**src/rtl/spi_port_pkg.sv**
```systemverilog
// Shared constants for the SPI port: register map, STATUS/CTRL bit positions
// and the transfer sequencer state encoding.
package spi_port_pkg;

  localparam logic [1:0] ADDR_DATA   = 2'd0;
  localparam logic [1:0] ADDR_STATUS = 2'd1;
  localparam logic [1:0] ADDR_CTRL   = 2'd2;
  localparam logic [1:0] ADDR_COUNT  = 2'd3;

  localparam int ST_FULL  = 0;
  localparam int ST_EMPTY = 1;
  localparam int ST_BUSY  = 2;
  localparam int ST_OVF   = 3;
  localparam int ST_RXOVR = 4;

  localparam int CTRL_SS  = 0;
  localparam int CTRL_IRQ = 1;
  localparam int CTRL_W   = 2;

  typedef enum logic [2:0] {
    S_IDLE,
    S_LOAD,
    S_START,
    S_WAIT_HI,
    S_WAIT_LO,
    S_DONE
  } state_e;

endpackage

```
**src/rtl/spi_port_fifo.sv**
```systemverilog
// Synchronous TX byte FIFO, FIFO_DEPTH x 8, with full/empty/occupancy.
// A push while full is dropped even if a pop happens in the same cycle.
module spi_port_fifo #(
  parameter int FIFO_DEPTH = 4
) (
  input  logic                          clk,
  input  logic                          rst,
  input  logic                          push,
  input  logic                          pop,
  input  logic [7:0]                    din,
  output logic [7:0]                    dout,
  output logic                          full,
  output logic                          empty,
  output logic [$clog2(FIFO_DEPTH):0]   count
);

  localparam int PTR_W = $clog2(FIFO_DEPTH);
  localparam int CNT_W = PTR_W + 1;

  logic [7:0]       mem_q [FIFO_DEPTH];
  logic [PTR_W-1:0] wr_ptr_q, wr_ptr_d;
  logic [PTR_W-1:0] rd_ptr_q, rd_ptr_d;
  logic [CNT_W-1:0] count_q, count_d;
  logic             do_push, do_pop;

  assign full    = (count_q == CNT_W'(FIFO_DEPTH));
  assign empty   = (count_q == '0);
  assign do_push = push & ~full;
  assign do_pop  = pop & ~empty;
  assign count   = count_q;
  assign dout    = mem_q[rd_ptr_q];

  // Power-of-two depth lets the pointers wrap by plain overflow.
  always_comb begin
    wr_ptr_d = wr_ptr_q;
    rd_ptr_d = rd_ptr_q;
    count_d  = count_q;
    if (do_push) wr_ptr_d = wr_ptr_q + PTR_W'(1);
    if (do_pop)  rd_ptr_d = rd_ptr_q + PTR_W'(1);
    case ({do_push, do_pop})
      2'b10:   count_d = count_q + CNT_W'(1);
      2'b01:   count_d = count_q - CNT_W'(1);
      default: count_d = count_q;
    endcase
  end

  always_ff @(posedge clk) begin
    if (rst) begin
      wr_ptr_q <= '0;
      rd_ptr_q <= '0;
      count_q  <= '0;
    end else begin
      wr_ptr_q <= wr_ptr_d;
      rd_ptr_q <= rd_ptr_d;
      count_q  <= count_d;
    end
  end

  always_ff @(posedge clk) begin
    if (do_push) mem_q[wr_ptr_q] <= din;
  end

endmodule

```
**src/rtl/spi_port.sv**
```systemverilog
// CPU-facing SPI port: TX FIFO, transfer sequencer for an external byte engine,
// RX holding register and DATA/STATUS/CTRL/COUNT registers. Optional irq: SPI_PORT_IRQ_EN.
module spi_port
  import spi_port_pkg::*;
#(
  parameter int FIFO_DEPTH = 4
) (
  input  logic       clk,
  input  logic       rst,
  input  logic       cs,
  input  logic       wr,
  input  logic       rd,
  input  logic [1:0] a,
  input  logic [7:0] din,
  output logic [7:0] dout,
  output logic       spi_start,
  output logic [7:0] spi_din,
  input  logic       spi_bsy,
  input  logic [7:0] spi_dout,
  output logic       sd_cs_n,
  output logic       irq
);

  localparam int CNT_W = $clog2(FIFO_DEPTH) + 1;

  state_e            state_q, state_d;
  logic [7:0]        spi_din_q, spi_din_d;
  logic [7:0]        rx_data_q, rx_data_d;
  logic              spi_start_q, spi_start_d;
  logic              rxv_q, rxv_d;
  logic              rxovr_q, rxovr_d;
  logic              ovf_q, ovf_d;
  logic [CTRL_W-1:0] ctrl_q, ctrl_d;

  logic              fifo_full, fifo_empty, fifo_pop;
  logic [7:0]        fifo_head;
  logic [CNT_W-1:0]  fifo_count;
  logic              wr_data, wr_ctrl, rd_data, rd_status, busy;
  logic [7:0]        status;

  assign wr_data   = cs & wr & (a == ADDR_DATA);
  assign wr_ctrl   = cs & wr & (a == ADDR_CTRL);
  assign rd_data   = cs & rd & (a == ADDR_DATA);
  assign rd_status = cs & rd & (a == ADDR_STATUS);
  assign fifo_pop  = (state_q == S_LOAD);
  assign busy      = (state_q != S_IDLE) | ~fifo_empty;

  spi_port_fifo #(
    .FIFO_DEPTH(FIFO_DEPTH)
  ) u_fifo (
    .clk   (clk),
    .rst   (rst),
    .push  (wr_data),
    .pop   (fifo_pop),
    .din   (din),
    .dout  (fifo_head),
    .full  (fifo_full),
    .empty (fifo_empty),
    .count (fifo_count)
  );

  // spi_start is registered off START so spi_din has settled a full clock
  // before the engine sees the start request.
  always_comb begin
    state_d     = state_q;
    spi_din_d   = spi_din_q;
    spi_start_d = 1'b0;
    rx_data_d   = rx_data_q;
    rxv_d       = rxv_q;
    rxovr_d     = rxovr_q;
    ovf_d       = ovf_q;
    ctrl_d      = ctrl_q;

    if (rd_data) rxv_d = 1'b0;
    if (rd_status) begin
      ovf_d   = 1'b0;
      rxovr_d = 1'b0;
    end
    if (wr_data && fifo_full) ovf_d = 1'b1;
    if (wr_ctrl) begin
      ctrl_d[CTRL_SS] = din[CTRL_SS];
`ifdef SPI_PORT_IRQ_EN
      ctrl_d[CTRL_IRQ] = din[CTRL_IRQ];
`endif
    end

    case (state_q)
      S_IDLE:    if (!fifo_empty) state_d = S_LOAD;
      S_LOAD: begin
        spi_din_d = fifo_head;
        state_d   = S_START;
      end
      S_START: begin
        spi_start_d = 1'b1;
        state_d     = S_WAIT_HI;
      end
      S_WAIT_HI: begin
        if (spi_bsy) state_d = S_WAIT_LO;
        else         spi_start_d = 1'b1;
      end
      S_WAIT_LO: begin
        if (!spi_bsy) begin
          rx_data_d = spi_dout;
          state_d   = S_DONE;
        end
      end
      S_DONE: begin
        // A DATA read landing in this cycle consumes the old byte, so no overrun.
        if (rxv_q && !rd_data) rxovr_d = 1'b1;
        rxv_d   = 1'b1;
        state_d = S_IDLE;
      end
      default:   state_d = S_IDLE;
    endcase
  end

  always_ff @(posedge clk) begin
    if (rst) begin
      state_q     <= S_IDLE;
      spi_din_q   <= '0;
      spi_start_q <= 1'b0;
      rx_data_q   <= '0;
      rxv_q       <= 1'b0;
      rxovr_q     <= 1'b0;
      ovf_q       <= 1'b0;
      ctrl_q      <= '0;
    end else begin
      state_q     <= state_d;
      spi_din_q   <= spi_din_d;
      spi_start_q <= spi_start_d;
      rx_data_q   <= rx_data_d;
      rxv_q       <= rxv_d;
      rxovr_q     <= rxovr_d;
      ovf_q       <= ovf_d;
      ctrl_q      <= ctrl_d;
    end
  end

  assign spi_start = spi_start_q;
  assign spi_din   = spi_din_q;
  assign sd_cs_n   = ~ctrl_q[CTRL_SS];

  always_comb begin
    status           = '0;
    status[ST_FULL]  = fifo_full;
    status[ST_EMPTY] = fifo_empty;
    status[ST_BUSY]  = busy;
    status[ST_OVF]   = ovf_q;
    status[ST_RXOVR] = rxovr_q;
  end

  always_comb begin
    dout = '0;
    case (a)
      ADDR_DATA:   dout = rx_data_q;
      ADDR_STATUS: dout = status;
      ADDR_CTRL:   dout = {{(8-CTRL_W){1'b0}}, ctrl_q};
      ADDR_COUNT:  dout = 8'(fifo_count);
      default:     dout = '0;
    endcase
  end

`ifdef SPI_PORT_IRQ_EN
  logic irq_q, irq_d;

  always_comb begin
    irq_d = ctrl_q[CTRL_IRQ] & (rxv_q | (fifo_empty & ~busy));
  end

  always_ff @(posedge clk) begin
    if (rst) irq_q <= 1'b0;
    else     irq_q <= irq_d;
  end

  assign irq = irq_q;
`else
  assign irq = 1'b0;
`endif

endmodule

```
**config.mk**
```make
export PLATFORM = sky130hd
export DESIGN_NAME = spi_port
export DESIGN_NICKNAME = d
export VERILOG_FILES = /design/src/rtl/spi_port_pkg.sv /design/src/rtl/spi_port_fifo.sv /design/src/rtl/spi_port.sv
export SDC_FILE = /design/constraint.sdc
export NUM_CORES = 1
export LEC_CHECK = 0
export ABC_CLOCK_PERIOD_IN_PS = 6500
export CAP_MARGIN = 40
export CELL_PAD_IN_SITES_DETAIL_PLACEMENT = 1
export CELL_PAD_IN_SITES_GLOBAL_PLACEMENT = 1
export CORE_MARGIN = 3
export CORE_UTILIZATION = 45
export CTS_CLUSTER_SIZE = 30
export DETAILED_ROUTE_END_ITERATION = 12
export GPL_ROUTABILITY_DRIVEN = 0
export PLACE_DENSITY = 0.81
export SLEW_MARGIN = 5
export SYNTH_ARGS = -nofsm -noshare
export SYNTH_HDL_FRONTEND = slang
export SYNTH_SLANG_ARGS = --single-unit
```
**constraint.sdc**
```tcl
create_clock -name clk -period 6.5 [get_ports clk]
set_clock_uncertainty 0.15 [all_clocks]
set_input_delay 1.3 -clock clk [delete_from_list [all_inputs] [get_ports clk]]
set_output_delay 1.3 -clock clk [all_outputs]
set_load 0.01 [all_outputs]
```
==> results of run 1 <==
flip-flops by register name, summed over array words and instances (netlist names):
| name | flops |
|---|---|
| spi_din | 8 |
| ctrl_q | 1 |
| rx_data_q | 8 |
| u_fifo.mem_q | 32 |
| u_fifo.wr_ptr_q | 2 |
| rxv_q | 1 |
| spi_start | 1 |
| u_fifo.rd_ptr_q | 2 |
| rxovr_q | 1 |
| state_q | 3 |
| ovf_q | 1 |
| u_fifo.count | 3 |
report_power, final:
part	switching, mW	leakage (nW)	total [mW]	internal, mW
combinational	0.0296	0.457	0.0616	0.0320
clock	0.168	0.114	0.388	0.220
sequential	0.00695	0.539	0.430	0.423
total	0.204	1.11	0.880	0.676
cell usage after synthesis, types with 2 or more instances:
cell type,instances,area (sq um)
nand2_1,34,128
edfxtp_1,32,961
dfxtp_1,31,621
a21oi_1,25,125
nor2_1,12,45.0
clkbuf_1,9,33.8
inv_1,9,33.8
mux4_2,9,203
and3_1,5,31.3
ha_1,5,62.6
nand3_1,5,25.0
o21ai_0,5,25.0
mux2i_1,4,40.0
and2_1,3,18.8
o31ai_1,3,22.5
or3_1,3,18.8
and4b_1,2,20.0
nand4b_1,2,17.5
xor2_1,2,17.5
per-stage QoR:
step                      cell area, sq um  utilization (%)  setup slack, ns  std cells  hold WS, ns
after floorplan                       2660                -             3.02        224        0.282
after global placement                3100             55.2             1.96        324        0.293
after detailed placement              3110             55.5             1.95        325        0.297
after CTS                             3340             59.6             1.94        341        0.309
after global routing                  3350             59.7             1.83        342        0.327
final                                 3350             59.7             1.94        342        0.305
final cells by class:
type	count	share of cell area [%]
Clock buffer	9	3.70
Clock inverter	7	3.10
Inverter	9	1.01
Multi-Input combinational cell	139	29.4
Sequential cell	63	47.3
Tap cell	72	2.69
Timing Repair Buffer	43	12.9
worst reg2reg max path: cells and delay by family, from the launching register on:
family                   cells  cell delay, ns
AO/OA/AOI/OAI                1            0.17
XOR/XNOR                     1            0.17
adder cells (fa/ha/maj)      2            0.60
buffers and inverters        1            0.06
flip-flops                   1            0.54
AND/OR/NAND/NOR              3            0.99
metal layers:
| layer | share of wire (%) | global-route usage [%] | wire length [um] | vias to the layer above |
|---|---|---|---|---|
| li1 | - | - | - | 894 |
| met1 | 42 | 23.3 | 2620 | 938 |
| met2 | 52 | 32.9 | 3200 | 44 |
| met3 | 3.9 | 4.66 | 242 | 14 |
| met4 | 2.2 | 9.51 | 137 | 0 |
| met5 | 0 | 0 | 0 | - |
worst max-delay path by stage:
stage	slack, ns	end
after floorplan	3.02	dout[1]
after global placement	1.96	dout[2]
after detailed placement	1.95	dout[2]
after CTS	1.94	dout[2]
after global routing	1.83	dout[2]
final	1.94	dout[2]
cells in the final DEF (no fill, tap or decap), types with 2 or more instances in the layout:
master            n
clkdlybuf4s50_1  41
nand2_1          34
edfxtp_1         32
dfxtp_1          31
a21oi_1          25
nor2_1           12
inv_1             9
mux4_2            9
clkbuf_8          9
nand3_1           5
o21ai_0           5
and3_1            5
ha_1              5
mux2i_1           4
and2_1            3
o31ai_1           3
or3_1             3
clkinv_4          3
and4b_1           2
xor2_1            2
nand4b_1          2
bufinv_16         2
inv_6             2
kinds of logic (layout without fill, tap and decap cells):
family	count (synthesis)	count (layout)	share of synthesized area, %
buffers and inverters	22	68	3.58
XOR/XNOR	2	2	0.659
other	1	1	0.141
adder cells (fa/ha/maj)	6	6	3.11
flip-flops	63	63	59.5
multiplexers	13	13	9.13
AO/OA/AOI/OAI	38	38	8.00
AND/OR/NAND/NOR	79	79	15.9
==> metrics, run 1 <==
run status=complete, no violations; sequential element share of the synthesized area=59.5%; critical path type=in -> out; cell-by-cell listing of the critical path=clkdlybuf4s50_1 > and4b_1 > o31ai_1 > clkdlybuf4s50_1; count of flip-flops with a built-in enable after synthesis=32; worst slew pin tran=0.998 ns; clock root buffer master=clkbuf_8; row count=27; endpoint kind of the worst setup timing path=output port; startpoint of the most critical register-to-register path=state_q[0]; number of fill cells in the layout=602; Power per Cell Area=263 nW/um^2; area of combinational cells with multiple inputs=982 sq um; source of the worst hold timing path=spi_din[3]; R2R cell count=8; Total GRT Usage=19.5%; Fmax achieved=219 MHz; layout cells sized above 1=11.5%; cell with the biggest individual delay on the critical path=clkdlybuf4s50_1; number of endpoints failing setup at the final stage=0; die span in y=82.9 um; longest individual stage delay on the worst path=0.68 ns; source-to-sink clock delay at the later pin of the worst-skew pair=0.34 ns; Critical Path Source Type=primary input; Max clock buf depth=2; total vias in the final route=1890; layout net count=295; initial antenna violation count=0; register-to-register setup slack=3.75 ns; DRC violations left=0; routed vias/inst=5.53; post-layout min period=4.56 ns; detailed-placement wirelength estimate=4210 um; post-CTS resize count=0; destination of the worst hold path=spi_din[3]; number of cells on the worst hold path=2; static leakage=1.11 nW; max-slew violation total from the final report=0; Required @ worst endpoint=5.05 ns; placeable core region=5610 sq um; CTS hold repair buffers=0; Warnings, synthesis=0; detailed-router iteration count before antenna repair=4; post-detailed-route count of antenna-violating nets=0; number of synthesized register bits=63; area of the die=6870 sq um; crit-path leading delay family=buffers and inverters; cell repeated most along the worst path=clkdlybuf4s50_1; number of unique standard cell types used by synthesis=43; Die Width=82.9 um; number of input and output port buffers inserted=41; starting density of the core=47.4%; total chip power=0.880 mW; global-route wire length before repair=10400 um; period utilisation layout=70.2%; H-tree level count=3; relative area change from synthesis to final layout=25.8%; netlist area before placement=2660 sq um; number of diodes added for antenna fixing=0; setup repair after global routing missed its margin=false; endpoints failing hold=0; highest net fanout along the worst path=15; count of boundary I/O pins=43; final wirelength=6200 um; worst supply voltage drop on vdd=0.000171 V; sequential standard cell area=1580 sq um; clock sink count=63; arrival time at the worst endpoint=3.11 ns; R2R Path End=u_fifo.count[2]; leftover overflow at the end of global routing=0; Routed WL per cell=18.1 um; TritonCTS clock tree=done; buffering stage count on the worst path with inverters included=2; Post-Route Setup TNS=0 ns; number of cells on the critical path=4; maximum number of pins on one net before global-route repair=17; Gate Count Post-Synth=224; worst hold path class=reg -> reg; clock slew at reported path FFs=0.08 ns; top flip-flop cell by instance count after synthesis=edfxtp_1; number of violations of the max-capacitance limit=0; DRC marker count from the first detailed-route iteration=149; cts bufs inserted=9; syn_nets=254; via count of the first global-routing pass=2018; number of buffers inserted by post-CTS setup repair=0; Async SR Flop Fraction=0%; Post-Synthesis Mean Instance Area=11.9 sq um; Crit. Startpoint=a[0]; remaining max-slew budget at the tightest pin=32.6%
(Power assumes the default switching activity.)
==> run 2: changes to the inputs <==
Settings changed: ABC_CLOCK_PERIOD_IN_PS 6500 to 4300, CORE_UTILIZATION 45 to 42, PLACE_DENSITY 0.81 to 0.77.
Clock period 6.5 ns to 4.3 ns, I/O delays scaled along.
==> run 2 against run 1 <==
Via count fell by 2.2%. Highest routed layer unchanged. Die area rose by 6.6%. Sequential share of layout area fell by 0.18 points. Hold slack improved by 0.00060 ns. Non-clock buffer count rose by 2. Critical path depth did not move. Register-to-register slack got worse by 2.2 ns. Total power rose by 50%.
==> metrics, run 2 (same netlist as run 1, synthesis figures left out) <==
Post-Route Setup TNS=0 ns (unchanged); relative area change from synthesis to final layout=26.3%; source of the worst hold timing path=spi_din[5]; area of all placed cells without fillers=3360 sq um (+0.37%); post-detailed-route count of antenna-violating nets=0 (unchanged); total chip power=1.32 mW (+50%); Largest Register=u_fifo.mem_q; clock root buffer master=clkbuf_8; cts bufs inserted=9 (unchanged); Fmax achieved=273 MHz; global-route wire length before repair=10200 um (-1.9%); run status=complete, no violations; leftover overflow at the end of global routing=0 (unchanged); number of endpoints failing setup at the final stage=0 (unchanged); placed instance area=3130 sq um (+0.60%); number of cells on the worst hold path=2 (unchanged); row count=28 (+3.7%); maximum number of pins on one net before global-route repair=32 (+15); detailed-placement wirelength estimate=4200 um (-0.29%); detailed route wirelength on metal3=196 um (-19%); final non-filler cell total=347 (+1.5%); number of buffers inserted by post-CTS setup repair=0 (unchanged); Critical Path Source Type=primary input; R2R Path End=u_fifo.count[2]; top metal layer carrying routed signals=met4; clock sink count=63 (unchanged); total vias in the final route=1848 (-2.2%); number of input and output port buffers inserted=41 (unchanged); R2R cell count=8 (unchanged); CTS hold repair buffers=0 (unchanged); DRC violations left=0 (unchanged); Total GRT Usage=18.7% (-0.82 points); Power per Cell Area=394 nW/um^2 (+50%); period utilisation layout=85.3%; register-to-register setup slack=1.60 ns (-2.15 ns); layout net count=297 (+0.68%); H-tree level count=3 (unchanged); Routed WL per cell=17.9 um (-1.4%); area of the die=7320 sq um (+6.6%); total length of routed met2 wires=3270 um (+2.3%); setup repair after global routing missed its margin=false; number of fill cells in the layout=633 (+5.1%); number of diodes added for antenna fixing=0 (unchanged); post-CTS resize count=0 (unchanged); met1 routed wirelength after detailed routing=2680 um (+2.1%); endpoint kind of the worst setup timing path=output port; worst slew pin tran=0.644 ns (-0.354 ns); endpoints failing hold=0 (unchanged); leading cell type in the layout, fill and taps excluded=clkdlybuf4s50_1; TritonCTS clock tree=done; arrival time at the worst endpoint=2.66 ns (-0.45 ns); source-to-sink clock delay at the later pin of the worst-skew pair=0.33 ns (about the same); # placed instances=331 (+1.8%); Required @ worst endpoint=3.29 ns (-1.76 ns); highest net fanout along the worst path=15 (unchanged); layout cells sized above 1=12.1% (+0.65 points); initial antenna violation count=0 (unchanged); remaining max-slew budget at the tightest pin=57.0% (+24 points); max-slew violation total from the final report=0 (unchanged); final wirelength=6200 um (about the same); routed vias/inst=5.33 (-3.6%); critical path type=in -> out; Max clock buf depth=2 (unchanged); count of boundary I/O pins=43 (unchanged); via count of the first global-routing pass=1958 (-3.0%); post-layout min period=3.67 ns; leading cell types in the layout, fill and taps excluded=clkdlybuf4s50_1, nand2_1, edfxtp_1; number of violations of the max-capacitance limit=0 (unchanged); worst hold-check slack=0.305 ns (+0.000601 ns); static leakage=1.12 nW (+0.47%); detailed-router iteration count before antenna repair=4 (unchanged); sequential standard cell area=1580 sq um (unchanged); Die Width=85.6 um (+3.3%); clock slew at reported path FFs=0.07 ns (about the same); area of combinational cells with multiple inputs=982 sq um (unchanged); worst supply voltage drop on vdd=0.000277 V (+63%); starting density of the core=44.1% (-3.3 points); startpoint of the most critical register-to-register path=state_q[0]; die span in y=85.6 um (+3.3%); placeable core region=6030 sq um (+7.5%); worst hold path class=reg -> reg; DRC marker count from the first detailed-route iteration=81 (-46%); destination of the worst hold path=spi_din[5]; max FFs per register=32 (unchanged)
-- run 2: changes by cell type in the layout (fill, tap and decap cells not counted) --
cell,delta
buf_4,+4
buf_8,-1
clkbuf_2,-1
clkinv_4,-2
clkinvlp_4,+1
inv_6,+1
-- run 2: critical path, stage by stage --
cell	delay (ns)
clkdlybuf4s50_1	0.68
and4b_1	0.32
o31ai_1	0.23
clkdlybuf4s50_1	0.57
-- run 2: worst max-delay path by stage --
stage          from  endpoint  cells after the start
3_5_place_dp   a[1]   dout[0]                      3
3_3_place_gp   a[1]   dout[0]                      3
6_report       a[0]   dout[2]                      4
5_1_grt        a[0]   dout[2]                      4
4_1_cts        a[0]   dout[2]                      4
2_1_floorplan  a[0]   dout[1]                      3
-- run 2: area by class of cell --
class,count,share of cell area [%]
Multi-Input combinational cell,139,29.2
Sequential cell,63,47.1
Timing Repair Buffer,45,13.1
Clock buffer,9,3.69
Tap cell,75,2.79
Inverter,9,1.01
Clock inverter,7,3.06
-- run 2: report_power, final --
part	switching, mW	internal [mW]	total (mW)	leakage, nW
clock	0.247	0.333	0.580	0.111
sequential	0.0105	0.640	0.651	0.539
combinational	0.0440	0.0485	0.0924	0.466
-- run 2: per-stage QoR --
stage | util [%] | setup WS, ns
2_1_floorplan | - | 1.70
3_3_place_gp | 51.8 | 0.645
3_5_place_dp | 52.0 | 0.621
4_1_cts | 55.7 | 0.615
5_1_grt | 55.7 | 0.519
6_report | 55.7 | 0.631
-- run 2: metal layers --
| layer | vias up | track usage, % |
|---|---|---|
| met5 | - | 0 |
| met4 | 0 | 6.91 |
| met3 | 2 | 4.71 |
| met2 | 34 | 32.1 |
| met1 | 914 | 22.7 |
| li1 | 898 | - |
